## config.mk

```make
export PLATFORM = sky130hd
export DESIGN_NAME = nibble_flag_packer_flat
export DESIGN_NICKNAME = d
export VERILOG_FILES = /design/src/rtl/nibble_flag_packer_if.sv /design/src/rtl/nibble_flag_packer.sv /design/src/flat_wrapper.sv
export SDC_FILE = /design/constraint.sdc
export NUM_CORES = 1
export LEC_CHECK = 0
export ABC_AREA = 1
export BUFFER_PORTS_ARGS = -buffer_cell sky130_fd_sc_hd__buf_2
export CAP_MARGIN = 30
export CORE_MARGIN = 3
export CORE_UTILIZATION = 55
export DETAILED_ROUTE_END_ITERATION = 12
export PLACE_DENSITY_LB_ADDON = 0.3
export SETUP_SLACK_MARGIN = 0.1
export SLEW_MARGIN = 20
export SYNTH_ARGS = -nofsm -noshare
export SYNTH_HDL_FRONTEND = slang
export SYNTH_SLANG_ARGS = --single-unit
export TNS_END_PERCENT = 100
```

## constraint.sdc

```tcl
create_clock -name clk -period 3.5 [get_ports clk]
set_input_delay 0.35 -clock clk [delete_from_list [all_inputs] [get_ports clk]]
set_output_delay 0.35 -clock clk [all_outputs]
set_load 0.05 [all_outputs]
```

## src/rtl/nibble_flag_packer_if.sv

```systemverilog
// Serial flag-bit input and packed-nibble output handshakes of nibble_flag_packer.
interface nibble_flag_packer_if;
   logic       in_valid;
   logic       in_ready;
   logic       in_bit;
   logic       in_sof;
   logic       out_valid;
   logic       out_ready;
   logic [3:0] out_data;

   modport master (
      output in_valid, in_bit, in_sof, out_ready,
      input  in_ready, out_valid, out_data
   );

   modport slave (
      input  in_valid, in_bit, in_sof, out_ready,
      output in_ready, out_valid, out_data
   );
endinterface

```

## src/rtl/nibble_flag_packer.sv

```systemverilog
// Packs serial flag bits (first = MSB) into nibbles behind a small output FIFO.
// Optional saturating drop counter: define NIBBLE_PACKER_DROP_CNT_EN.
module nibble_flag_packer #(
   parameter int DEPTH = 2
) (
   input  logic                  clk,
   input  logic                  rst,
   nibble_flag_packer_if.slave   bus
`ifdef NIBBLE_PACKER_DROP_CNT_EN
   ,
   output logic [7:0]            drop_cnt
`endif
);
   localparam int             PW   = (DEPTH > 1) ? $clog2(DEPTH) : 1;
   localparam logic [PW-1:0]  LAST = PW'(DEPTH - 1);
   localparam logic [3:0]     FULL = 4'(DEPTH);

   logic [1:0]    cnt_q, cnt_d;
   logic [3:0]    part_q, part_d;
   logic [3:0]    mem_q [DEPTH];
   logic [3:0]    mem_d [DEPTH];
   logic [PW-1:0] wp_q, wp_d, rp_q, rp_d;
   logic [3:0]    count_q, count_d;
   logic          ov_q, ov_d;
   logic [3:0]    od_q, od_d;
   logic          acc, push, pop, full;

   assign full         = (count_q == FULL);
   assign bus.in_ready = (cnt_q != 2'd3) | ~full;
   assign acc          = bus.in_valid & bus.in_ready;
   assign push         = acc & ~bus.in_sof & (cnt_q == 2'd3);
   assign pop          = ov_q & bus.out_ready;

   assign bus.out_valid = ov_q;
   assign bus.out_data  = od_q;

   always_comb begin
      cnt_d  = cnt_q;
      part_d = part_q;
      if (acc) begin
         if (bus.in_sof) begin
            part_d[3] = bus.in_bit;
            cnt_d     = 2'd1;
         end else if (cnt_q == 2'd3) begin
            cnt_d = 2'd0;
         end else begin
            part_d[2'd3 - cnt_q] = bus.in_bit;
            cnt_d                = cnt_q + 2'd1;
         end
      end
   end

   // Output regs track the post-edge FIFO head so they stay registered.
   always_comb begin
      mem_d   = mem_q;
      wp_d    = wp_q;
      rp_d    = rp_q;
      if (push) begin
         mem_d[wp_q] = {part_q[3:1], bus.in_bit};
         wp_d        = (wp_q == LAST) ? '0 : wp_q + PW'(1);
      end
      if (pop) begin
         rp_d = (rp_q == LAST) ? '0 : rp_q + PW'(1);
      end
      count_d = count_q + {3'b000, push} - {3'b000, pop};
      ov_d    = (count_d != 4'd0);
      od_d    = ov_d ? mem_d[rp_d] : 4'b0000;
   end

   always_ff @(posedge clk) begin
      if (rst) begin
         cnt_q   <= 2'd0;
         part_q  <= 4'b0000;
         wp_q    <= '0;
         rp_q    <= '0;
         count_q <= 4'd0;
         ov_q    <= 1'b0;
         od_q    <= 4'b0000;
         for (int i = 0; i < DEPTH; i++) mem_q[i] <= 4'b0000;
      end else begin
         cnt_q   <= cnt_d;
         part_q  <= part_d;
         wp_q    <= wp_d;
         rp_q    <= rp_d;
         count_q <= count_d;
         ov_q    <= ov_d;
         od_q    <= od_d;
         for (int i = 0; i < DEPTH; i++) mem_q[i] <= mem_d[i];
      end
   end

`ifdef NIBBLE_PACKER_DROP_CNT_EN
   logic       drop;
   logic [7:0] drop_q;

   assign drop     = acc & bus.in_sof & (cnt_q != 2'd0);
   assign drop_cnt = drop_q;

   always_ff @(posedge clk) begin
      if (rst) begin
         drop_q <= 8'h00;
      end else if (drop && drop_q != 8'hFF) begin
         drop_q <= drop_q + 8'd1;
      end
   end
`endif
endmodule

```

## src/flat_wrapper.sv

```systemverilog
// flat-port wrapper written by rule: the top's interface ports become plain ports
module nibble_flag_packer_flat 
#(
   parameter int DEPTH = 2
)
  (clk, rst, bus_in_valid, bus_in_bit, bus_in_sof, bus_out_ready, bus_in_ready, bus_out_valid, bus_out_data);
  nibble_flag_packer_if bus_i ();
  input  logic clk;
  input  logic rst;
  input wire logic [$bits(bus_i.in_valid)-1:0] bus_in_valid;
  input wire logic [$bits(bus_i.in_bit)-1:0] bus_in_bit;
  input wire logic [$bits(bus_i.in_sof)-1:0] bus_in_sof;
  input wire logic [$bits(bus_i.out_ready)-1:0] bus_out_ready;
  output wire logic [$bits(bus_i.in_ready)-1:0] bus_in_ready;
  output wire logic [$bits(bus_i.out_valid)-1:0] bus_out_valid;
  output wire logic [$bits(bus_i.out_data)-1:0] bus_out_data;
  assign bus_i.in_valid = bus_in_valid;
  assign bus_i.in_bit = bus_in_bit;
  assign bus_i.in_sof = bus_in_sof;
  assign bus_i.out_ready = bus_out_ready;
  assign bus_in_ready = bus_i.in_ready;
  assign bus_out_valid = bus_i.out_valid;
  assign bus_out_data = bus_i.out_data;
  nibble_flag_packer #(.DEPTH(DEPTH)) u_core (.clk(clk), .rst(rst), .bus(bus_i));
endmodule
```

==> results.tsv, run 1 <==
metric	value	unit
status	finished, final reports clean	
initial DRC count	32	
Resized Gates After CTS	0	
Startpoint Class	flop	
crit-path cells	ha_1, nand2_1, inv_1, nand2_1, nand3_2, inv_1, ha_1, inv_1, fa_1, nor2_1, nor2_1, nand2_1, inv_1, nand2_1, nand2_1, nor2_1	
Synth Net Count	192	
Power Density	630	nW/um2
CP max stage delay	0.47	ns
Hold Path Stages	3	
Setup Fix Bufs, Post-CTS	0	
Starting Density	61.1	%
Gate Count Post-Synth	176	
nets	203	
reg2reg setup slack	0.67	ns
Vias/cell	5.24	
Final Hold Viols	0	
fmax	353	MHz
WP data arrival	3.07	ns
fin. max-slew vios	0	
first-pass GRT wire length	4280	um
FF-to-FF Start	u_core.cnt_q[0]	
Worst Hold Class	primary input to flop	
Skew-Pair Late Insertion Delay	0.32	ns
Syn. warnings	0	
min-delay src	bus_in_bit	
post-synthesis sequential area ratio	37.8	%
Distinct cells, synth	21	
Leak	0.690	nW
ys flop type	dfxtp_1	
CTS Root Cell	clkbuf_4	
Worst-Margin Slew	0.400	ns
Reg2Reg Capture Point	u_core.bus.out_data[3]	
DPL Wire Length	1960	um
Synth area leaders	dfxtp_1, nand2_1, ha_1	
Syn Area/Cell	7.22	um2
wirelength, routed	2590	um
share of layout cells above drive strength 1	15.1	%
CP required	3.74	ns
# port buffers	11	
Setup TNS Final	0	ns
number of enable flip-flop cells after synthesis	0	
Total Power	0.000860	W
core region area	2080	um2
CP delay by family, top	simple AND/OR/NAND/NOR gates	
worst rel slew slack	73.3	%
routability cong.	0.847	
Min Clock Period, post-route	2.83	ns
first drt pass iteration count	4	
critical path endpoint category	flop	
CP Depth	16	
total CTS buffers	3	
skew final	0.0101	ns
Post-Syn Area	1270	um2
Bufs and invs on worst path	4	
n_diodes	0	
Post-synth top cells	nand2_1, dfxtp_1, inv_1, nor2_1, a21oi_1	
Max FO, Critical Path	11	
final-layout fill cell count	201	
via count	1116	
final setup vio count	0	
Die Y	54.1	um
average wire per standard cell	12.2	um
Std-Cell Rows	16	
unrepaired setup endpoints after global routing	no	
DRC Markers	0	
vias in the first global route	1009	
Clock Pin Slew Worst Setup and Hold Paths	0.13	ns
# IOs	12	
post-synth top area cell	dfxtp_1	
Critical-path top delay cell	fa_1	
Hold-fix buffers, CTS	0	
largest net degree at the start of global routing	16	
grt ovf	0	
critical path class	flop to flop	
H-Tree Depth	1	
most frequent cell after synthesis	nand2_1	
post-synthesis register bit count	24	
share of the synthesized area in the top cell type	37.8	%
clock sinks	24	
initial antenna violation count	0	
R2R depth	16	
CTS tree	built	
Tcrit/Tclk final	80.9	%
Tot GR Track Use	20.6	%
post-route ant nets	0	
asr flop ratio synth	0	%
clock tree buffer depth	2	
Worst Hold Endpoint	u_core.part_q[1]	
die width	54.1	um
synthesis-to-layout area growth	7.28	%
number of max-cap violations	0	
total die area	2920	um2
most used cell, CP	nand2_1	
maximum vdd drop	0.000390	V
-- per-layer routing --
layer	global-route usage (%)	share of wire, %	routed length (um)
met3	5.82	5.8	150
met5	0	0	0
met2	35.9	48	1240
met1	24.8	46	1180
met4	4.98	0.89	23
-- report_power, final --
part           internal [W]  total (W)  switching, W
combinational      0.000128   0.000374      0.000246
clock             0.0000637   0.000146     0.0000819
sequential         0.000319   0.000341     0.0000214
-- kinds of logic (layout without fill, tap and decap cells) --
logic type / after synthesis / in the layout / share of synthesized area [%]
simple gates: 88 / 88 / 31.1
flops: 24 / 24 / 37.8
compound gates: 21 / 21 / 8.46
xor+xnor: 2 / 2 / 1.97
fa+ha+maj: 10 / 10 / 10.4
buf+inv: 31 / 41 / 10.2
-- sequential cells by signal, indices dropped and copies added (netlist names) --
name / flops
u_core.rp_q: 1
u_core.wp_q: 1
u_core.bus.out_valid: 1
u_core.mem_q: 8
u_core.cnt_q: 2
u_core.count_q: 4
u_core.bus.out_data: 4
u_core.part_q: 3
-- worst register-to-register path, cell delays in order, from the launching register on --
cell and delay [ns]:
dfxtp_1 0.36, ha_1 0.25, nand2_1 0.08, inv_1 0.04, nand2_1 0.31, nand3_2 0.36, inv_1 0.13, ha_1 0.17
inv_1 0.06, fa_1 0.47, nor2_1 0.05, nor2_1 0.12, nand2_1 0.06, inv_1 0.05, nand2_1 0.10, nand2_1 0.11
nor2_1 0.04
-- final cells by class --
class | instances | area (um2) | share of cell area (%)
tap | 27 | 33.8 | 2.48
sequential | 24 | 480 | 35.2
multi-input combinational | 121 | 661 | 48.4
timing repair buffer | 11 | 55.1 | 4.04
inverter | 26 | 97.6 | 7.16
clock buffer | 4 | 36.3 | 2.66
-- stage by stage --
step / instance area (um2) / utilization [%] / cells / setup slack, ns / hold slack (ns)
3_5_place_dp: 1330 / 63.8 / 209 / 0.670 / 0.476
5_1_grt: 1360 / 65.5 / 213 / 0.374 / 0.341
3_3_place_gp: 1330 / 63.8 / 209 / 0.834 / 0.470
2_1_floorplan: 1270 / - / 176 / 1.18 / 0.419
4_1_cts: 1360 / 65.5 / 213 / 0.661 / 0.341
6_report: 1360 / 65.5 / 213 / 0.668 / 0.348
-- how the worst max path moves through the flow --
| stage | slack [ns] | end | startpoint |
|---|---|---|---|
| after floorplan | 1.18 | u_core.bus.out_data[0] | u_core.bus.out_valid |
| after global placement | 0.83 | u_core.bus.out_data[3] | u_core.cnt_q[0] |
| after detailed placement | 0.67 | u_core.bus.out_data[3] | u_core.cnt_q[0] |
| after CTS | 0.66 | u_core.bus.out_data[3] | u_core.cnt_q[0] |
| after global routing | 0.37 | u_core.bus.out_data[2] | u_core.cnt_q[0] |
| final | 0.67 | u_core.bus.out_data[3] | u_core.cnt_q[0] |
-- placed cells by master, fill, tap and decap left out --
cell	instances
a211oi_1	1
a21oi_1	15
buf_2	11
clkbuf_4	3
clkbuf_8	1
dfxtp_1	24
fa_1	1
ha_1	9
inv_1	24
inv_2	2
nand2_1	43
nand2_2	8
nand3_1	9
nand3_2	1
nand4_1	8
nor2_1	18
nor2_4	1
o21ai_0	5
xnor2_1	1
xor2_2	1
No activity file was read; power rests on OpenSTA's default activity.
==> inputs of run 2 (changes only) <==
- clock period: 3.5 -> 2.9 ns (I/O delays scaled with it)
==> run 2 against run 1 <==
Compared with the run above: via count unchanged; cell area up 2.3%; clock power grew 67%; maximum frequency grew 21%; clock skew is 0.0029 ns lower; utilization increased by 1.5 points; count of clock-buffer cells in the layout down 1; sequential cell count did not move; critical endpoint is now u_core.bus.out_data[0]; power increased by 29%; sequential share of layout area shrank 0.79 points; worst hold slack lost 0.074 ns.
==> results.tsv, run 2 (same netlist as run 1, synthesis figures left out) <==
metric	value	unit	change
Startpoint Class	flop		
vias in the first global route	983		-2.6%
core region area	2080	um2	unchanged
critical path endpoint category	flop		
Die Y	54.1	um	unchanged
share of layout cells above drive strength 1	16.0	%	+0.90 points
Power Density	796	nW/um2	+26%
fin util	67.0	%	+1.5 points
Max FO, Critical Path	10		-1
H-Tree Depth	1		unchanged
first drt pass iteration count	4		unchanged
DPL Wire Length	1860	um	-5.4%
Resized Gates After CTS	0		unchanged
DRC Markers	0		unchanged
total die area	2920	um2	unchanged
grt ovf	0		unchanged
maximum vdd drop	0.000505	V	+30%
critical path class	flop to flop		
Most flops, register	u_core.mem_q		
clock tree buffer depth	2		unchanged
n_diodes	0		unchanged
fmax	426	MHz	+21%
Final Hold Viols	0		unchanged
Worst-Margin Slew	0.363	ns	-0.0368 ns
first-pass GRT wire length	4170	um	-2.4%
total CTS buffers	3		unchanged
worst rel slew slack	75.8	%	+2.5 points
Vias/cell	5.19		-0.93%
nets	205		+0.99%
status	finished, final reports clean		
Setup TNS Final	0	ns	unchanged
CTS tree	built		
wirelength, routed	2510	um	-3.3%
post-route ant nets	0		unchanged
die width	54.1	um	unchanged
Hold Path Stages	3		unchanged
Leak	0.705	nW	+2.2%
via count	1116		unchanged
clock sinks	24		unchanged
synthesis-to-layout area growth	9.74	%	
fin. max-slew vios	0		unchanged
WHS	0.275	ns	-0.0738 ns
WP data arrival	2.61	ns	-0.46 ns
final-layout fill cell count	190		-5.5%
Total Power	0.00111	W	+29%
Skew-Pair Late Insertion Delay	0.32	ns	about the same
max FFs per register	8		unchanged
routability cong.	0.841		-0.80%
initial DRC count	27		-16%
Starting Density	61.1	%	unchanged
Hold-fix buffers, CTS	0		unchanged
Final WS setup	0.552	ns	-0.116 ns
CTS Root Cell	clkbuf_4		
Min Clock Period, post-route	2.35	ns	-0.484 ns
# IOs	12		unchanged
most frequent cells in the layout	nand2_1, inv_1, dfxtp_1		
average wire per standard cell	11.7	um	-4.2%
R2R depth	15		-1
CP required	3.16	ns	-0.58 ns
Worst Hold Class	primary input to flop		
unrepaired setup endpoints after global routing	no		
Tot GR Track Use	20.0	%	-0.61 points
skew final	0.00717	ns	-0.00295 ns
most common cell after layout, fill and taps aside	nand2_1		
Std-Cell Rows	16		unchanged
initial antenna violation count	0		unchanged
Setup Fix Bufs, Post-CTS	0		unchanged
Tcrit/Tclk final	81.0	%	about the same
Clock Pin Slew Worst Setup and Hold Paths	0.14	ns	about the same
final setup vio count	0		unchanged
largest net degree at the start of global routing	16		unchanged
number of max-cap violations	0		unchanged
# port buffers	11		unchanged
DP Worst Slack	0.586	ns	-0.0835 ns
run 2: cell count changes in the layout (fill, tap and decap cells not counted), sizes merged:
cell    previous run  this run
bufinv             0         1
buf               11        13
clkbuf             4         3
run 2: stage by stage:
step / instances / area, um2
6_report: 215 / 1400
5_1_grt: 215 / 1400
4_1_cts: 215 / 1400
3_5_place_dp: 211 / 1340
3_3_place_gp: 211 / 1340
2_1_floorplan: 176 / 1270
run 2: layout make-up:
class                   count  area [um2]  share of cell area, %
multi-input cells         121         661                   47.4
repair buffers             13        70.1                   5.02
clock inverters             1        30.0                   2.15
flip-flops and latches     24         480                   34.4
inverters                  26        97.6                   7.00
well taps                  27        33.8                   2.42
clock buffers               3        22.5                   1.61
run 2: worst max-delay path, cell delays in order (launching register included):
cell and delay [ns]:
dfxtp_1 0.40, ha_1 0.20, inv_2 0.06, nor2_4 0.22
nand3_2 0.11, inv_1 0.07, ha_1 0.15, inv_1 0.05
fa_1 0.37, xnor2_1 0.15, nand2_1 0.10, nand2_1 0.07
inv_1 0.04, nand2_1 0.13, nand2_1 0.07, nor2_1 0.09
run 2: path summary, 6_finish.rpt:
kind	endpoint	from	slack, ns
max	u_core.bus.out_data[0]	u_core.cnt_q[0]	0.55
min	u_core.part_q[2]	bus_in_bit	0.27
max reg2reg	u_core.bus.out_data[0]	u_core.cnt_q[0]	0.55
min reg2reg	u_core.mem_q[7]	u_core.mem_q[7]	0.49
run 2: metal layers:
| metal | track usage (%) | wire [um] |
|---|---|---|
| met1 | 26.9 | 1260 |
| met2 | 30.6 | 1120 |
| met3 | 3.60 | 83 |
| met4 | 9.54 | 36 |
| met5 | 0 | 0 |
run 2: power by group:
part | total (W) | leakage, nW | internal [W] | switching, W
logic | 0.000454 | 0.481 | 0.000154 | 0.000300
registers | 0.000412 | 0.197 | 0.000386 | 0.0000267
clock network | 0.000244 | 0.0279 | 0.000140 | 0.000104
